<file path="config.mk">
export PLATFORM = sky130hd
export DESIGN_NAME = lsu_mem_stage
export DESIGN_NICKNAME = d
export VERILOG_FILES = /design/src/rtl/lsu_mem_stage.sv
export SDC_FILE = /design/constraint.sdc
export NUM_CORES = 1
export LEC_CHECK = 0
export BUFFER_PORTS_ARGS = -buffer_cell sky130_fd_sc_hd__buf_2
export CAP_MARGIN = 5
export CORE_MARGIN = 4
export CORE_UTILIZATION = 52
export CTS_CLUSTER_DIAMETER = 40
export DETAILED_ROUTE_END_ITERATION = 8
export PLACE_DENSITY = 0.86
export SLEW_MARGIN = 20
export SYNTH_ARGS = -nofsm -noshare
export SYNTH_HDL_FRONTEND = slang
export SYNTH_SLANG_ARGS = --single-unit
</file>
<file path="constraint.sdc">
create_clock -name clk -period 7.8 [get_ports clk]
set_input_delay 0 -clock clk [delete_from_list [all_inputs] [get_ports clk]]
set_output_delay 0 -clock clk [all_outputs]
set_load 0.1 [all_outputs]
</file>
<file path="src/rtl/lsu_mem_stage.sv">
// Memory-stage load/store unit: one data-memory transaction per accepted op,
// returning aligned, extended load data (or a fault) as a single-cycle response.
module lsu_mem_stage #(
  parameter int DWIDTH = 32,
  parameter int AWIDTH = 32
) (
  input  logic              clk,
  input  logic              reset,
  input  logic              req_valid_i,
  output logic              req_ready_o,
  input  logic              is_store_i,
  input  logic [2:0]        funct3_i,
  input  logic [AWIDTH-1:0] addr_i,
  input  logic [DWIDTH-1:0] wdata_i,
  output logic              mem_valid_o,
  input  logic              mem_ready_i,
  output logic              mem_we_o,
  output logic [AWIDTH-1:0] mem_addr_o,
  output logic [3:0]        mem_be_o,
  output logic [DWIDTH-1:0] mem_wdata_o,
  input  logic              mem_rvalid_i,
  input  logic [DWIDTH-1:0] mem_rdata_i,
  output logic              resp_valid_o,
  output logic [DWIDTH-1:0] resp_data_o,
  output logic              fault_o
);

  typedef enum logic [1:0] {IDLE, REQ, WAIT_RD, RESP} state_t;

  state_t            state, state_nxt;
  logic              is_store_p0;
  logic [2:0]        funct3_p0;
  logic [AWIDTH-1:0] addr_p0;
  logic [DWIDTH-1:0] wdata_p0;
  logic [DWIDTH-1:0] rdata_p1;
  logic              fault_p0;
  logic              accept;
  logic              fault_chk;

  // Illegal funct3 or a halfword/word access that is not naturally aligned.
  function automatic logic op_fault(input logic st, input logic [2:0] f3,
                                    input logic [1:0] off);
    logic illegal;
    logic misaligned;
    illegal    = st ? (f3 >= 3'b011)
                    : (f3 == 3'b011 || f3 == 3'b110 || f3 == 3'b111);
    misaligned = ((f3[1:0] == 2'b01) && off[0]) ||
                 ((f3[1:0] == 2'b10) && (off != 2'b00));
    return illegal || misaligned;
  endfunction

  function automatic logic [3:0] store_be(input logic [2:0] f3, input logic [1:0] off);
    case (f3[1:0])
      2'b00:   return 4'b0001 << off;
      2'b01:   return off[1] ? 4'b1100 : 4'b0011;
      default: return 4'b1111;
    endcase
  endfunction

  function automatic logic [31:0] store_lanes(input logic [2:0] f3, input logic [31:0] d);
    case (f3[1:0])
      2'b00:   return {4{d[7:0]}};
      2'b01:   return {2{d[15:0]}};
      default: return d;
    endcase
  endfunction

  // Select the addressed lane and extend; funct3[2] marks the unsigned variants.
  function automatic logic [31:0] load_extend(input logic [2:0] f3, input logic [1:0] off,
                                              input logic [31:0] word);
    logic        [7:0]  b;
    logic        [15:0] h;
    logic signed [31:0] r;
    b = word[{off, 3'b000} +: 8];
    h = off[1] ? word[31:16] : word[15:0];
    case (f3)
      3'b000:  r = {{24{b[7]}}, b};
      3'b001:  r = {{16{h[15]}}, h};
      3'b100:  r = {24'd0, b};
      3'b101:  r = {16'd0, h};
      default: r = word;
    endcase
    return r;
  endfunction

  assign accept    = req_valid_i && (state == IDLE);
  assign fault_chk = op_fault(is_store_i, funct3_i, addr_i[1:0]);

  always_ff @(posedge clk) begin
    if (reset) begin
      state    <= IDLE;
      fault_p0 <= 1'b0;
    end else begin
      state <= state_nxt;
      if (accept) fault_p0 <= fault_chk;
    end
  end

  // Request capture at accept; load lane data captured on the read response.
  always_ff @(posedge clk) begin
    if (accept) begin
      is_store_p0 <= is_store_i;
      funct3_p0   <= funct3_i;
      addr_p0     <= addr_i;
      wdata_p0    <= wdata_i;
      rdata_p1    <= '0;
    end else if (state == WAIT_RD && mem_rvalid_i) begin
      rdata_p1    <= load_extend(funct3_p0, addr_p0[1:0], mem_rdata_i);
    end
  end

  always_comb begin
    state_nxt    = state;
    req_ready_o  = 1'b0;
    mem_valid_o  = 1'b0;
    mem_we_o     = 1'b0;
    mem_addr_o   = '0;
    mem_be_o     = 4'b0000;
    mem_wdata_o  = '0;
    resp_valid_o = 1'b0;
    resp_data_o  = '0;
    fault_o      = 1'b0;
    case (state)
      IDLE: begin
        req_ready_o = 1'b1;
        if (req_valid_i) state_nxt = fault_chk ? RESP : REQ;
      end
      REQ: begin
        mem_valid_o = 1'b1;
        mem_we_o    = is_store_p0;
        mem_addr_o  = {addr_p0[AWIDTH-1:2], 2'b00};
        mem_be_o    = is_store_p0 ? store_be(funct3_p0, addr_p0[1:0]) : 4'b1111;
        mem_wdata_o = is_store_p0 ? store_lanes(funct3_p0, wdata_p0) : '0;
        if (mem_ready_i) state_nxt = is_store_p0 ? RESP : WAIT_RD;
      end
      WAIT_RD: begin
        if (mem_rvalid_i) state_nxt = RESP;
      end
      RESP: begin
        resp_valid_o = 1'b1;
        resp_data_o  = rdata_p1;
        fault_o      = fault_p0;
        state_nxt    = IDLE;
      end
      default: state_nxt = IDLE;
    endcase
  end

endmodule

</file>
Word-level counts from Yosys, hierarchy flattened
Index checks and enable logic that the tools add are counted.
W data, S select, Z words.
{"block": "word_totals", "word_cells": 61, "reg_bits": 103, "in_bits": 105, "output_inout_bits": 105}
{"block": "op_classes", "magnitude_cmp": 1, "muxes": 23, "eq_ne": 15, "shifts": 2, "reduce_logical": 13}
{"operator": "$mux W32", "count": 4}
{"operator": "$pmux W32 S4", "count": 1}
{"operator": "$pmux W32 S2", "count": 1}
{"operator": "$shiftx A32 B6 Y8", "count": 1}
{"operator": "$mux W16", "count": 1}
{"operator": "$eq A3 B3 Y1 const B", "count": 4}
{"operator": "$mux W4", "count": 3}
{"operator": "$mux W2", "count": 4}
{"operator": "$pmux W2 S4", "count": 1}
{"operator": "$pmux W4 S2", "count": 1}
{"operator": "$mux W1", "count": 7}
{"operator": "$eq A2 B1 Y1 const B", "count": 3}
{"operator": "$eq A2 B2 Y1 const B", "count": 3}
{"operator": "$ne A2 B2 Y1 const B", "count": 3}
{"operator": "$logic_and A1 B1 Y1", "count": 4}
{"operator": "$logic_not A2 Y1", "count": 2}
{"operator": "$logic_or A1 B1 Y1", "count": 4}
{"operator": "$shl A1 B2 Y4 const A", "count": 1}
{"operator": "$eq A3 B1 Y1 const B", "count": 1}
{"operator": "$eq A3 B2 Y1 const B", "count": 1}
{"operator": "$ge A3 B2 Y1 const B", "count": 1}
{"operator": "$logic_not A3 Y1", "count": 1}
{"operator": "$reduce_and A3 Y1", "count": 1}
{"operator": "$reduce_bool A2 Y1", "count": 1}

Logic depth before layout (Yosys ltp)
{"block": "logic_depth", "word_depth": 8, "depth_mapped": 7}

Worst setup path before layout
Ideal clock, no wire load.
{"block": "synth_timing", "kind": "reg-to-output", "from": "register state[1]", "to": "output mem_be_o[0]", "stages_incl_launch_ff": 5, "required_ns": 7.800, "t_arrival_ns": 3.806, "path_slack_ns": 3.994, "path_cell_list": "dfxtp_1 > inv_1 > ha_1 > clkbuf_1 > a21boi_0"}
{"block": "synth_between", "elab_chain_len": 2}
{"item": "start, declared", "line": "30", "rtl": "state_t state, state_nxt;"}
{"item": "start signal, assigned", "line": "94", "rtl": "state <= state_nxt;"}
{"item": "$eq A2 B1 Y1", "line": "123", "rtl": "case (state)"}
{"item": "$mux W4", "line": "123"}
{"item": "end, declared", "line": "19", "rtl": "output logic [3:0] mem_be_o,"}
No other way between the ends.

Worst setup path in the final report
{"block": "layout_timing", "from": "register funct3_p0[1]", "to": "output mem_wdata_o[9]"}
{"block": "layout_between", "elab_chain_len": 4, "word_cells_on_any_way": 5, "cone_classes": "eq/ne (1); mux (3); reduce/logical (1)"}
{"item": "start, declared", "line": "32", "rtl": "logic [2:0] funct3_p0;"}
{"item": "start signal, assigned", "line": "103", "rtl": "funct3_p0 <= funct3_i;"}
{"item": "$eq A2 B1 Y1 or $logic_not A2 Y1 (tied branches)", "line": "61", "rtl": "case (f3[1:0])"}
{"item": "$pmux W32 S2 *", "line": "61"}
{"item": "$mux W32 *", "line": "133", "rtl": "mem_wdata_o = is_store_p0 ? store_lanes(funct3_p0, wdata_p0) : '0;"}
{"item": "$mux W32 *", "line": "123"}
{"item": "end, declared", "line": "20", "rtl": "output logic [DWIDTH-1:0] mem_wdata_o,"}
Every way passes the cells marked *; elsewhere a longest branch is shown, timed or not.

==> metrics <==
setup bufs post-CTS=0; fin area=0.00719 mm^2; antenna viol nets, final=0; run status=finished clean; Design Power=2.54 mW; Min-Delay Endpoint=rdata_p1[10]; initial antenna violation count=0; final core occ=77.8%; boundary pin count=210; final slew viol count=0; initial drt markers=405; vias in the first global route=4990; Slew @ Worst Pin=971 ps; max incr delay on CP=980 ps; storage element area=~0.0027 mm^2; post-layout min period=2980 ps; FFs w/ async S/R, synth=0%; synth warn=0; Main synth FF type=edfxtp_1; Pre-antenna DRT Iters=5; HP Start=mem_rdata_i[10]; Initial Util=53.6%; Nets=approximately 870; fmax=0.336 GHz; WL per Instance=18.5 um; count leader, synth=edfxtp_1; DR vias=about 4900; Yosys top cell area share=41.2%; # H-tree levels=3; gr usage total=between 20% and 30%; diode count=0; CTS max path bufs=2; R2R Path Start=state[0]; residual DRC count=0; Post-Place Cells=roughly 780; WP data required=7800 ps; final std cells w/o fill=around 900; clock sinks=103; CTS buffer count=9; RSZ-0062 raised after global routing=false; crit path cell chain=buf_4, or2_2, nand2_1, a21oi_1, buf_2; Detailed Route WL=16500 um; Avg Inst Size Synth=10.5 um^2; Synth Register Bits=slightly above 100; Crit Path Category=register to primary output; crit-path max FO=41; Yosys top cell by area=edfxtp_1; clock slew at reported path FFs=100 ps; core area=0.00924 mm^2; Min Hold Slack=28.7 ps; Unique masters post-synth=approximately 40; Worst IR Drop VDD=343 uV; Max Cap Viol=0; clk_lat worst skew=~370 ps; die width=106 um; CP max-delay cell=edfxtp_1; # fillers=between 500 and 600; EDFF count, synth=68; CP Data Arrival Time=between 2000 and 3000 ps; setup slack, reg-to-reg=4980 ps; DP Area=0.00601 mm^2; worst hold stages=3; Hold Vio Cnt, Final=0; Seq/Total Area, Yosys=a little under three fifths; largest net degree at the start of global routing=50; worst r2r dst=wdata_p0[0]; setup ws final=4820 ps; HP Class=primary input to register; P&R area growth vs syn=45.1%; Max-slew headroom=roughly a third; largest cells by area after synthesis=edfxtp_1 41%, dfxtp_1 14%, and2_1 8.2%; number of gates resized after cts=0; grt ovf=0; Mapped Cells=473; footprint of the multi-input gates=between 0.002 and 0.0025 mm^2; Port Buffers=just over 200; Die Y=106 um; hpwl dp=9850 um; setup TNS=0 ps; Synth top cells by count=68 x edfxtp_1, 65 x and2_1, 46 x nand2_1, 37 x o21ai_0, 36 x a21oi_1; global placer's final weighted congestion=~0.93; Worst Setup Start Kind=register; first-pass GRT wire length=26100 um; final number of setup-violating endpoints=0; critical path endpoint category=primary output; Setup WS pre-CTS=4980 ps; Leak Pwr=3.31 nW; CTS tree=built; Die ar.=about 0.011 mm^2; cells on worst reg2reg path=5; worst clock skew=roughly 13 ps; hold buffers post-CTS=98; row cnt=35; layout cells sized above 1=30.4%; Root Buffer=clkbuf_8; Final Cycle Share=a little under two fifths; power per cell area=353 mW/mm^2; Via-to-Cell Ratio=5.47; Mapped Area=0.00495 mm^2
[worst max-delay path: cells and delay by family (launching register included)]
kind	cells	cell delay (ps)
AND/OR/NAND/NOR	2	420
AO/OA/AOI/OAI	1	180
flip-flops	1	980
buffers and inverters	2	1020
[area by class of cell]
| cell class | count | area share, % |
|---|---|---|
| Multi-Input combinational cell | 324 | 27.9 |
| Clock buffer | 9 | 1.72 |
| Timing Repair Buffer | 309 | 28.5 |
| Sequential cell | 103 | 38.2 |
| Clock inverter | 7 | 0.992 |
| Inverter | 10 | 0.522 |
| Tap cell | 129 | 2.25 |
[cell usage in the layout, fill, tap and decap left out, types with 2 or more instances in the layout]
master,netlist,final
buf_2,6,207
o21ai_0,37,37
clkbuf_8,0,9
nand3b_1,8,8
conb_1,1,2
nand2b_1,3,3
a21oi_1,36,36
dlygate4sd3_1,0,98
edfxtp_1,68,68
a31oi_1,7,7
a22oi_1,7,7
ha_1,5,5
a221oi_1,2,2
dfxtp_1,35,35
a211oi_1,9,9
and3_1,8,8
nor2b_1,2,2
nor3_1,2,2
a21boi_0,3,3
o22a_1,7,7
nor2_1,29,29
mux2i_1,31,31
inv_1,10,9
buf_4,5,4
clkinv_4,0,2
and2_1,65,65
clkinv_1,0,2
nor4_1,3,3
nand2_1,46,46
[logic make-up after synthesis]
group / Yosys count / share of synthesized area [%]
and+or+nand+nor: 172 / 18.4
AOI/OAI and AO/OA: 113 / 13.9
DFF: 103 / 55.4
buffers and inverters: 47 / 4.27
muxes: 32 / 6.72
adders and majority gates: 5 / 1.26
other: 1 / 0.0757
[routing by layer]
layer	track usage, %	part of all wire, %	vias to the layer above
li1	-	-	2239
met1	34.7	37	2269
met2	51.6	50	309
met3	6.80	8.2	55
met4	12.8	4.2	0
met5	0	0	-
[flip-flops by register name, indices dropped and copies added (netlist names)]
name         count
fault_p0         1
funct3_p0        3
is_store_p0      1
state            2
wdata_p0        32
rdata_p1        32
addr_p0         32
[how the worst max path moves through the flow]
stage          depth (start not counted)               to  slack [ps]          from
4_1_cts                                5   mem_wdata_o[9]        4860  funct3_p0[1]
3_5_place_dp                           5     wdata_p0[29]        4980      state[0]
2_1_floorplan                          4      mem_be_o[0]        3990      state[1]
6_report                               5   mem_wdata_o[9]        4820  funct3_p0[1]
3_3_place_gp                           5     wdata_p0[21]        5140      state[0]
5_1_grt                                5  mem_wdata_o[10]        4640  funct3_p0[1]
[power breakdown]
group | leakage (nW) | total (mW) | internal, mW | switching [mW]
clock | 0.0949 | 0.339 | 0.149 | 0.190
combinational | 2.29 | 1.36 | 0.282 | 1.08
sequential | 0.930 | 0.837 | 0.750 | 0.0873
total | 3.31 | 2.54 | 1.18 | 1.36
(Power assumes the default switching activity.)
